**src/rtl/mult_div_unit_if.sv**
```systemverilog
// Core-side bus of the HI/LO multiply/divide unit: operation request, MTHI/MTLO
// moves, status pulses and the architectural HI/LO registers.
interface mult_div_unit_if;
    logic        i_start;
    logic [1:0]  i_op;
    logic [31:0] i_rs;
    logic [31:0] i_rt;
    logic        i_mthi;
    logic        i_mtlo;
    logic [31:0] i_wdata;
    logic        o_busy;
    logic        o_done;
    logic        o_div_zero;
    logic [31:0] o_hi;
    logic [31:0] o_lo;

    modport master (
        output i_start, i_op, i_rs, i_rt, i_mthi, i_mtlo, i_wdata,
        input  o_busy, o_done, o_div_zero, o_hi, o_lo
    );

    modport slave (
        input  i_start, i_op, i_rs, i_rt, i_mthi, i_mtlo, i_wdata,
        output o_busy, o_done, o_div_zero, o_hi, o_lo
    );
endinterface

```
**src/rtl/mult_div_unit.sv**
```systemverilog
// Iterative radix-2 MULT/MULTU/DIV/DIVU unit owning HI/LO (IDLE->ITER x32->FIX->WB).
// Optional MDU_FAST_MULT_EN: single-cycle 64-bit multiply going IDLE->WB directly.
module mult_div_unit (
    input  logic           i_clk,
    input  logic           i_rst,
    mult_div_unit_if.slave bus
);
    typedef enum logic [1:0] {IDLE = 2'd0, ITER = 2'd1, FIX = 2'd2, WB = 2'd3} state_t;

    state_t      state, next_state;
    logic [1:0]  op_q;
    logic [31:0] opnd_q;
    logic [63:0] acc, acc_step;
    logic [5:0]  cnt;
    logic        neg_lo, neg_hi, zero_div_q;
    logic [31:0] hi_q, lo_q;
    logic        done_q, div_zero_out;
    logic [32:0] mul_sum, div_diff;

    logic        in_signed, in_div, in_zero_div, in_fast;
    logic [31:0] a_mag, b_mag;

    assign in_signed   = ~bus.i_op[0];
    assign in_div      = bus.i_op[1];
    assign a_mag       = (in_signed && bus.i_rs[31]) ? (~bus.i_rs + 32'd1) : bus.i_rs;
    assign b_mag       = (in_signed && bus.i_rt[31]) ? (~bus.i_rt + 32'd1) : bus.i_rt;
    assign in_zero_div = in_div && (bus.i_rt == '0);

`ifdef MDU_FAST_MULT_EN
    logic [63:0] fast_prod;
    // Low 64 bits of the sign-extended product are the correct signed result.
    assign fast_prod = in_signed ? ({{32{bus.i_rs[31]}}, bus.i_rs} * {{32{bus.i_rt[31]}}, bus.i_rt})
                                 : ({32'd0, bus.i_rs} * {32'd0, bus.i_rt});
    assign in_fast   = ~in_div;
`else
    assign in_fast   = 1'b0;
`endif

    // acc holds {partial product, multiplier} or {remainder, dividend/quotient}.
    always_comb begin
        mul_sum  = {1'b0, acc[63:32]} + (acc[0] ? {1'b0, opnd_q} : 33'd0);
        div_diff = acc[63:31] - {1'b0, opnd_q};
        if (op_q[1])
            acc_step = div_diff[32] ? {acc[62:0], 1'b0} : {div_diff[31:0], acc[30:0], 1'b1};
        else
            acc_step = {mul_sum, acc[31:1]};
    end

    always_ff @(posedge i_clk or posedge i_rst) begin
        if (i_rst) state <= IDLE;
        else       state <= next_state;
    end

    always_comb begin
        next_state = state;
        case (state)
            IDLE: if (bus.i_start) next_state = (in_zero_div || in_fast) ? WB : ITER;
            ITER: if (cnt == 6'd31) next_state = FIX;
            FIX:  next_state = WB;
            WB:   next_state = IDLE;
            default: next_state = IDLE;
        endcase
    end

    always_ff @(posedge i_clk or posedge i_rst) begin
        if (i_rst) begin
            op_q         <= '0;
            opnd_q       <= '0;
            acc          <= '0;
            cnt          <= '0;
            neg_lo       <= 1'b0;
            neg_hi       <= 1'b0;
            zero_div_q   <= 1'b0;
            hi_q         <= '0;
            lo_q         <= '0;
            done_q       <= 1'b0;
            div_zero_out <= 1'b0;
        end else begin
            done_q       <= 1'b0;
            div_zero_out <= 1'b0;
            case (state)
                IDLE: begin
                    if (bus.i_start) begin
                        op_q       <= bus.i_op;
                        cnt        <= '0;
                        zero_div_q <= in_zero_div;
                        neg_lo     <= in_signed && (bus.i_rs[31] ^ bus.i_rt[31]);
                        neg_hi     <= in_signed && in_div && bus.i_rs[31];
                        if (in_div) begin
                            opnd_q <= b_mag;
                            acc    <= {32'd0, a_mag};
                        end else begin
                            opnd_q <= a_mag;
                            acc    <= {32'd0, b_mag};
                        end
`ifdef MDU_FAST_MULT_EN
                        if (in_fast) acc <= fast_prod;
`endif
                    end else begin
                        if (bus.i_mthi) hi_q <= bus.i_wdata;
                        if (bus.i_mtlo) lo_q <= bus.i_wdata;
                    end
                end
                ITER: begin
                    acc <= acc_step;
                    cnt <= cnt + 6'd1;
                end
                FIX: begin
                    if (op_q[1]) begin
                        if (neg_hi) acc[63:32] <= ~acc[63:32] + 32'd1;
                        if (neg_lo) acc[31:0]  <= ~acc[31:0] + 32'd1;
                    end else if (neg_lo) begin
                        acc <= ~acc + 64'd1;
                    end
                end
                WB: begin
                    if (!zero_div_q) begin
                        hi_q <= acc[63:32];
                        lo_q <= acc[31:0];
                    end
                    done_q       <= 1'b1;
                    div_zero_out <= zero_div_q;
                end
                default: ;
            endcase
        end
    end

    assign bus.o_busy     = (state != IDLE);
    assign bus.o_done     = done_q;
    assign bus.o_div_zero = div_zero_out;
    assign bus.o_hi       = hi_q;
    assign bus.o_lo       = lo_q;
endmodule
```
**src/flat_wrapper.sv**
```systemverilog
// flat-port wrapper written by rule: the top's interface ports become plain ports
module mult_div_unit_flat 
  (i_clk, i_rst, bus_i_start, bus_i_op, bus_i_rs, bus_i_rt, bus_i_mthi, bus_i_mtlo, bus_i_wdata, bus_o_busy, bus_o_done, bus_o_div_zero, bus_o_hi, bus_o_lo);
  mult_div_unit_if bus_i ();
  input  logic i_clk;
  input  logic i_rst;
  input wire logic [$bits(bus_i.i_start)-1:0] bus_i_start;
  input wire logic [$bits(bus_i.i_op)-1:0] bus_i_op;
  input wire logic [$bits(bus_i.i_rs)-1:0] bus_i_rs;
  input wire logic [$bits(bus_i.i_rt)-1:0] bus_i_rt;
  input wire logic [$bits(bus_i.i_mthi)-1:0] bus_i_mthi;
  input wire logic [$bits(bus_i.i_mtlo)-1:0] bus_i_mtlo;
  input wire logic [$bits(bus_i.i_wdata)-1:0] bus_i_wdata;
  output wire logic [$bits(bus_i.o_busy)-1:0] bus_o_busy;
  output wire logic [$bits(bus_i.o_done)-1:0] bus_o_done;
  output wire logic [$bits(bus_i.o_div_zero)-1:0] bus_o_div_zero;
  output wire logic [$bits(bus_i.o_hi)-1:0] bus_o_hi;
  output wire logic [$bits(bus_i.o_lo)-1:0] bus_o_lo;
  assign bus_i.i_start = bus_i_start;
  assign bus_i.i_op = bus_i_op;
  assign bus_i.i_rs = bus_i_rs;
  assign bus_i.i_rt = bus_i_rt;
  assign bus_i.i_mthi = bus_i_mthi;
  assign bus_i.i_mtlo = bus_i_mtlo;
  assign bus_i.i_wdata = bus_i_wdata;
  assign bus_o_busy = bus_i.o_busy;
  assign bus_o_done = bus_i.o_done;
  assign bus_o_div_zero = bus_i.o_div_zero;
  assign bus_o_hi = bus_i.o_hi;
  assign bus_o_lo = bus_i.o_lo;
  mult_div_unit u_core (.i_clk(i_clk), .i_rst(i_rst), .bus(bus_i));
endmodule
```
**config.mk**
```make
export PLATFORM = sky130hd
export DESIGN_NAME = mult_div_unit_flat
export DESIGN_NICKNAME = d
export VERILOG_FILES = /design/src/rtl/mult_div_unit_if.sv /design/src/rtl/mult_div_unit.sv /design/src/flat_wrapper.sv
export SDC_FILE = /design/constraint.sdc
export NUM_CORES = 1
export LEC_CHECK = 0
export BUFFER_PORTS_ARGS = -buffer_cell sky130_fd_sc_hd__buf_2
export CAP_MARGIN = 20
export CELL_PAD_IN_SITES_DETAIL_PLACEMENT = 0
export CELL_PAD_IN_SITES_GLOBAL_PLACEMENT = 1
export CORE_MARGIN = 1.5
export CORE_UTILIZATION = 40
export CTS_CLUSTER_SIZE = 24
export DETAILED_ROUTE_END_ITERATION = 16
export GPL_TIMING_DRIVEN = 0
export PLACE_DENSITY = 0.85
export SYNTH_ARGS = -nofsm -noshare
export SYNTH_HDL_FRONTEND = slang
export SYNTH_SLANG_ARGS = --single-unit
```
**constraint.sdc**
```tcl
create_clock -name i_clk -period 6.1 [get_ports i_clk]
set_clock_uncertainty 0.2 [all_clocks]
set_input_delay 0.915 -clock i_clk [delete_from_list [all_inputs] [get_ports i_clk]]
set_output_delay 0.915 -clock i_clk [all_outputs]
set_load 0.01 [all_outputs]
```
==> flow_metrics.env <==
export IMPL_outcome="finished clean"
export IMPL_numCtsBuffers=17
export IMPL_ys_flop_type="dfrtp_1"
export IMPL_ant_nets=0
export IMPL_antenna_cells=0
export IMPL_numClockSinks=174
export IMPL_irDropWorstVdd_mv=0.2652
export IMPL_placed_cell_area_mm2=0.01714
export IMPL_cp_required_ns=6.22
export IMPL_leakagePower_nw=7.752
export IMPL_critPathKind="flop to flop"
export IMPL_syn_to_final_growth_pct=13.74
export IMPL_rsz0062_at_grt="false"
export IMPL_wl_per_cell_um=23.35
export IMPL_synth_nets=2225
export IMPL_final_nets=2414
export IMPL_finalCritPeriodShare=0.7811
export IMPL_hpwl_um=51410
export IMPL_fmax_mhz=209.9
export IMPL_clockBufferDepth=2
export IMPL_drc=0
export IMPL_grt_antenna_before_repair=1
export IMPL_grt_pass1_vias=16170
export IMPL_final_cell_area_mm2=0.01776
export IMPL_synth_edf_count=0
export IMPL_stdcell_count=2767
export IMPL_grt_pass1_wl_um=98260
export IMPL_rows=72
export IMPL_vias=16960
export IMPL_grt_usage=0.3176
export IMPL_core_area_mm2=0.03856
export IMPL_worstPathCellList="inv_1, ha_1, fa_1, nor2b_1, o31a_1, o21ai_1, o21ai_1, a21oi_1, xor2_1, buf_2, nor2_1, a21oi_1, o2111ai_1"
export IMPL_clkLatencyLatePin_ns=0.46
export IMPL_worst_path_max_delay_cell="xor2_1"
export IMPL_syn_cell_area_mm2=0.01561
export IMPL_final_setup_worst_slack_ns=1.336
export IMPL_cts_tree="yes"
export IMPL_dpl_cell_count=2735
export IMPL_worstMarginPinSlew_ns=1.115
export IMPL_cp_arrival_ns=4.89
export IMPL_worst_path_max_fanout=10
export IMPL_cp_start_kind="flop"
export IMPL_cts_setup_buffers=0
export IMPL_path_clk_slew_ns=0.08
export IMPL_finalMaxSlewViolations=0
export IMPL_cpPeakStageDelay_ns=0.91
export IMPL_die_x_um=200.6
export IMPL_fin_crit_ns=4.764
export IMPL_die_h_um=200.6
export IMPL_grt_overflow_total=0
export IMPL_worst_hold_path_type="input port to asynchronous set/reset pin"
export IMPL_place_ws_ns=1.483
export IMPL_numPortBuffers=169
export IMPL_max_cap_viol_count=0
export IMPL_cts_resized=0
export IMPL_drt_iter0_markers=1754
export IMPL_gp_congestion=0.9993
export IMPL_ys_warn_count=0
export IMPL_drive_above_1_share=0.1169
export IMPL_synth_seq_cells=174
export IMPL_power_density_mw_per_mm2=553.2
export IMPL_ys_seq_area_frac=0.2789
export IMPL_cp_top_family="compound AO/OA/AOI/OAI gates"
export IMPL_path_buf_inv=2
export IMPL_syn_avg_cell_area_um2=7.627
export IMPL_netlist_instances=2047
export IMPL_top_level_ports=170
export IMPL_cts_hold_buf=0
export IMPL_synth_distinct_cells=85
export IMPL_initial_utilization=0.4049
export IMPL_endpoint_kind="flop"
export IMPL_fin_hold_ws_ns=0.2767
export IMPL_wl_um=64610
export IMPL_setup_violations=0
export IMPL_grt_max_degree=122
export IMPL_finalHoldViolCount=0
export IMPL_slew_headroom=0.2542
export IMPL_p_total_mw=9.824
export IMPL_firstDrtPassIters=8
export IMPL_async_flop_share=1.000
export IMPL_cts_root_buf="clkbuf_16"
export IMPL_viasPerCell=6.130
export IMPL_htree_levels=4
export IMPL_dieArea_mm2=0.04023
export IMPL_fill_cells=4012
-- layout by cell type (no fill, tap or decap), drive strengths merged, types with 7 or more instances in the layout --
master / n
a21oi: 275
ha: 73
a21o: 41
nor2: 261
mux2: 18
o31ai: 26
nand2b: 18
or2: 9
o21bai: 7
nand2: 153
xnor2: 69
o221ai: 23
nor2b: 44
buf: 190
a211oi: 10
nor3b: 7
xor2: 53
o21a: 12
a22oi: 10
dfrtp: 174
nand4: 16
and3: 17
a31oi: 23
o22ai: 7
or4: 10
nor3: 65
mux2i: 63
nor4: 18
o211ai: 15
o21ai: 161
nand3: 36
or3: 20
inv: 83
clkbuf: 132
and2: 10
-- cell families (layout without fill, tap and decap cells) --
| group | count (synthesis) | count (layout) | share of synthesized area |
|---|---|---|---|
| adder cells (fa/ha/maj) | 75 | 75 | 0.06107 |
| multiplexers | 81 | 81 | 0.05337 |
| flip-flops | 174 | 174 | 0.2789 |
| AND/OR/NAND/NOR | 699 | 699 | 0.2158 |
| XOR/XNOR | 122 | 122 | 0.06844 |
| AO/OA/AOI/OAI | 686 | 686 | 0.2695 |
| buffers and inverters | 210 | 412 | 0.05289 |
-- metrics by stage --
stage               utilization  TNS (ns)
global route             0.4606         0
floorplan                     -         0
finish                   0.4606         0
detailed placement       0.4446         0
CTS                      0.4606         0
global placement         0.4437   -355.31
-- flip-flops by register name (all words and copies together) (netlist names), 2 cells and up --
| name | count |
|---|---|
| u_core.acc | 64 |
| u_core.bus.o_hi | 32 |
| u_core.bus.o_lo | 32 |
| u_core.opnd_q | 32 |
| u_core.cnt | 6 |
| u_core.state | 2 |
-- layer usage --
layer | wire length, um | global-route usage | vias to the layer above
met4 | 3500 | 0.1603 | 2
met5 | 12 | 0 | -
met3 | 4599 | 0.03880 | 165
met2 | 28910 | 0.5001 | 807
li1 | - | - | 7769
met1 | 27590 | 0.4297 | 8219
-- cell usage after synthesis, types with 7 or more instances --
cell	number	share of area
o22ai_1	7	0.0028
nand4_1	16	0.0064
a31oi_1	23	0.0092
a21o_1	41	0.020
a22oi_1	10	0.0048
clkbuf_1	114	0.027
xor2_1	53	0.030
or3_1	19	0.0076
o31ai_1	25	0.012
ha_1	73	0.059
o21bai_1	7	0.0034
a211oi_1	10	0.0048
and3_1	17	0.0068
buf_1	8	0.0019
nand2_1	152	0.037
nand3_1	36	0.012
o21a_1	12	0.0058
or2_2	7	0.0028
o221ai_1	23	0.013
and2_1	10	0.0040
inv_1	74	0.018
nor3_1	62	0.020
nor2b_1	43	0.017
nor4_1	13	0.0052
o21ai_0	149	0.048
mux2_2	18	0.013
or4_1	8	0.0038
mux2i_1	63	0.040
dfrtp_1	174	0.28
nor2_1	261	0.063
o21ai_1	12	0.0038
xnor2_1	69	0.039
buf_2	8	0.0026
o211ai_1	15	0.0072
a21oi_1	275	0.088
nand2b_1	18	0.0072
-- final cells by class --
type / count / area (um^2) / area share
multi-input cells: 1663 / 10430 / 0.5875
clock buffers: 17 / 425.4 / 0.02396
flip-flops and latches: 174 / 4354 / 0.2452
plain buffers: 135 / 544.3 / 0.03065
well taps: 518 / 648.1 / 0.03650
repair buffers: 170 / 873.3 / 0.04918
clock inverters: 15 / 191.4 / 0.01078
inverters: 75 / 289.0 / 0.01628
-- power by group --
group / internal [mW] / total, mW / leakage (nW) / switching [mW]
Combinational: 2.18 / 6.36 / 5.33 / 4.18
Clock: 0.596 / 1.19 / 0.300 / 0.590
Sequential: 1.68 / 2.28 / 2.12 / 0.602
Total: 4.45 / 9.82 / 7.75 / 5.37
-- worst paths after layout --
path                                                from                            end  slack (ns)  cells after the start
max                           u_core.acc[31]$_DFFE_PP0P_     u_core.acc[48]$_DFFE_PP0P_        1.34                     13
min                                                i_rst  u_core.opnd_q[12]$_DFFE_PP0P_        0.28                      2
max reg2reg                   u_core.acc[31]$_DFFE_PP0P_     u_core.acc[48]$_DFFE_PP0P_        1.34                     13
min reg2reg                u_core.opnd_q[12]$_DFFE_PP0P_  u_core.opnd_q[12]$_DFFE_PP0P_        0.29                      2
max in group asynchronous                          i_rst     u_core.acc[10]$_DFFE_PP0P_        4.43                      3
min in group i_clk         u_core.opnd_q[12]$_DFFE_PP0P_  u_core.opnd_q[12]$_DFFE_PP0P_        0.29                      2
Power figures use the tool's default switching activity.
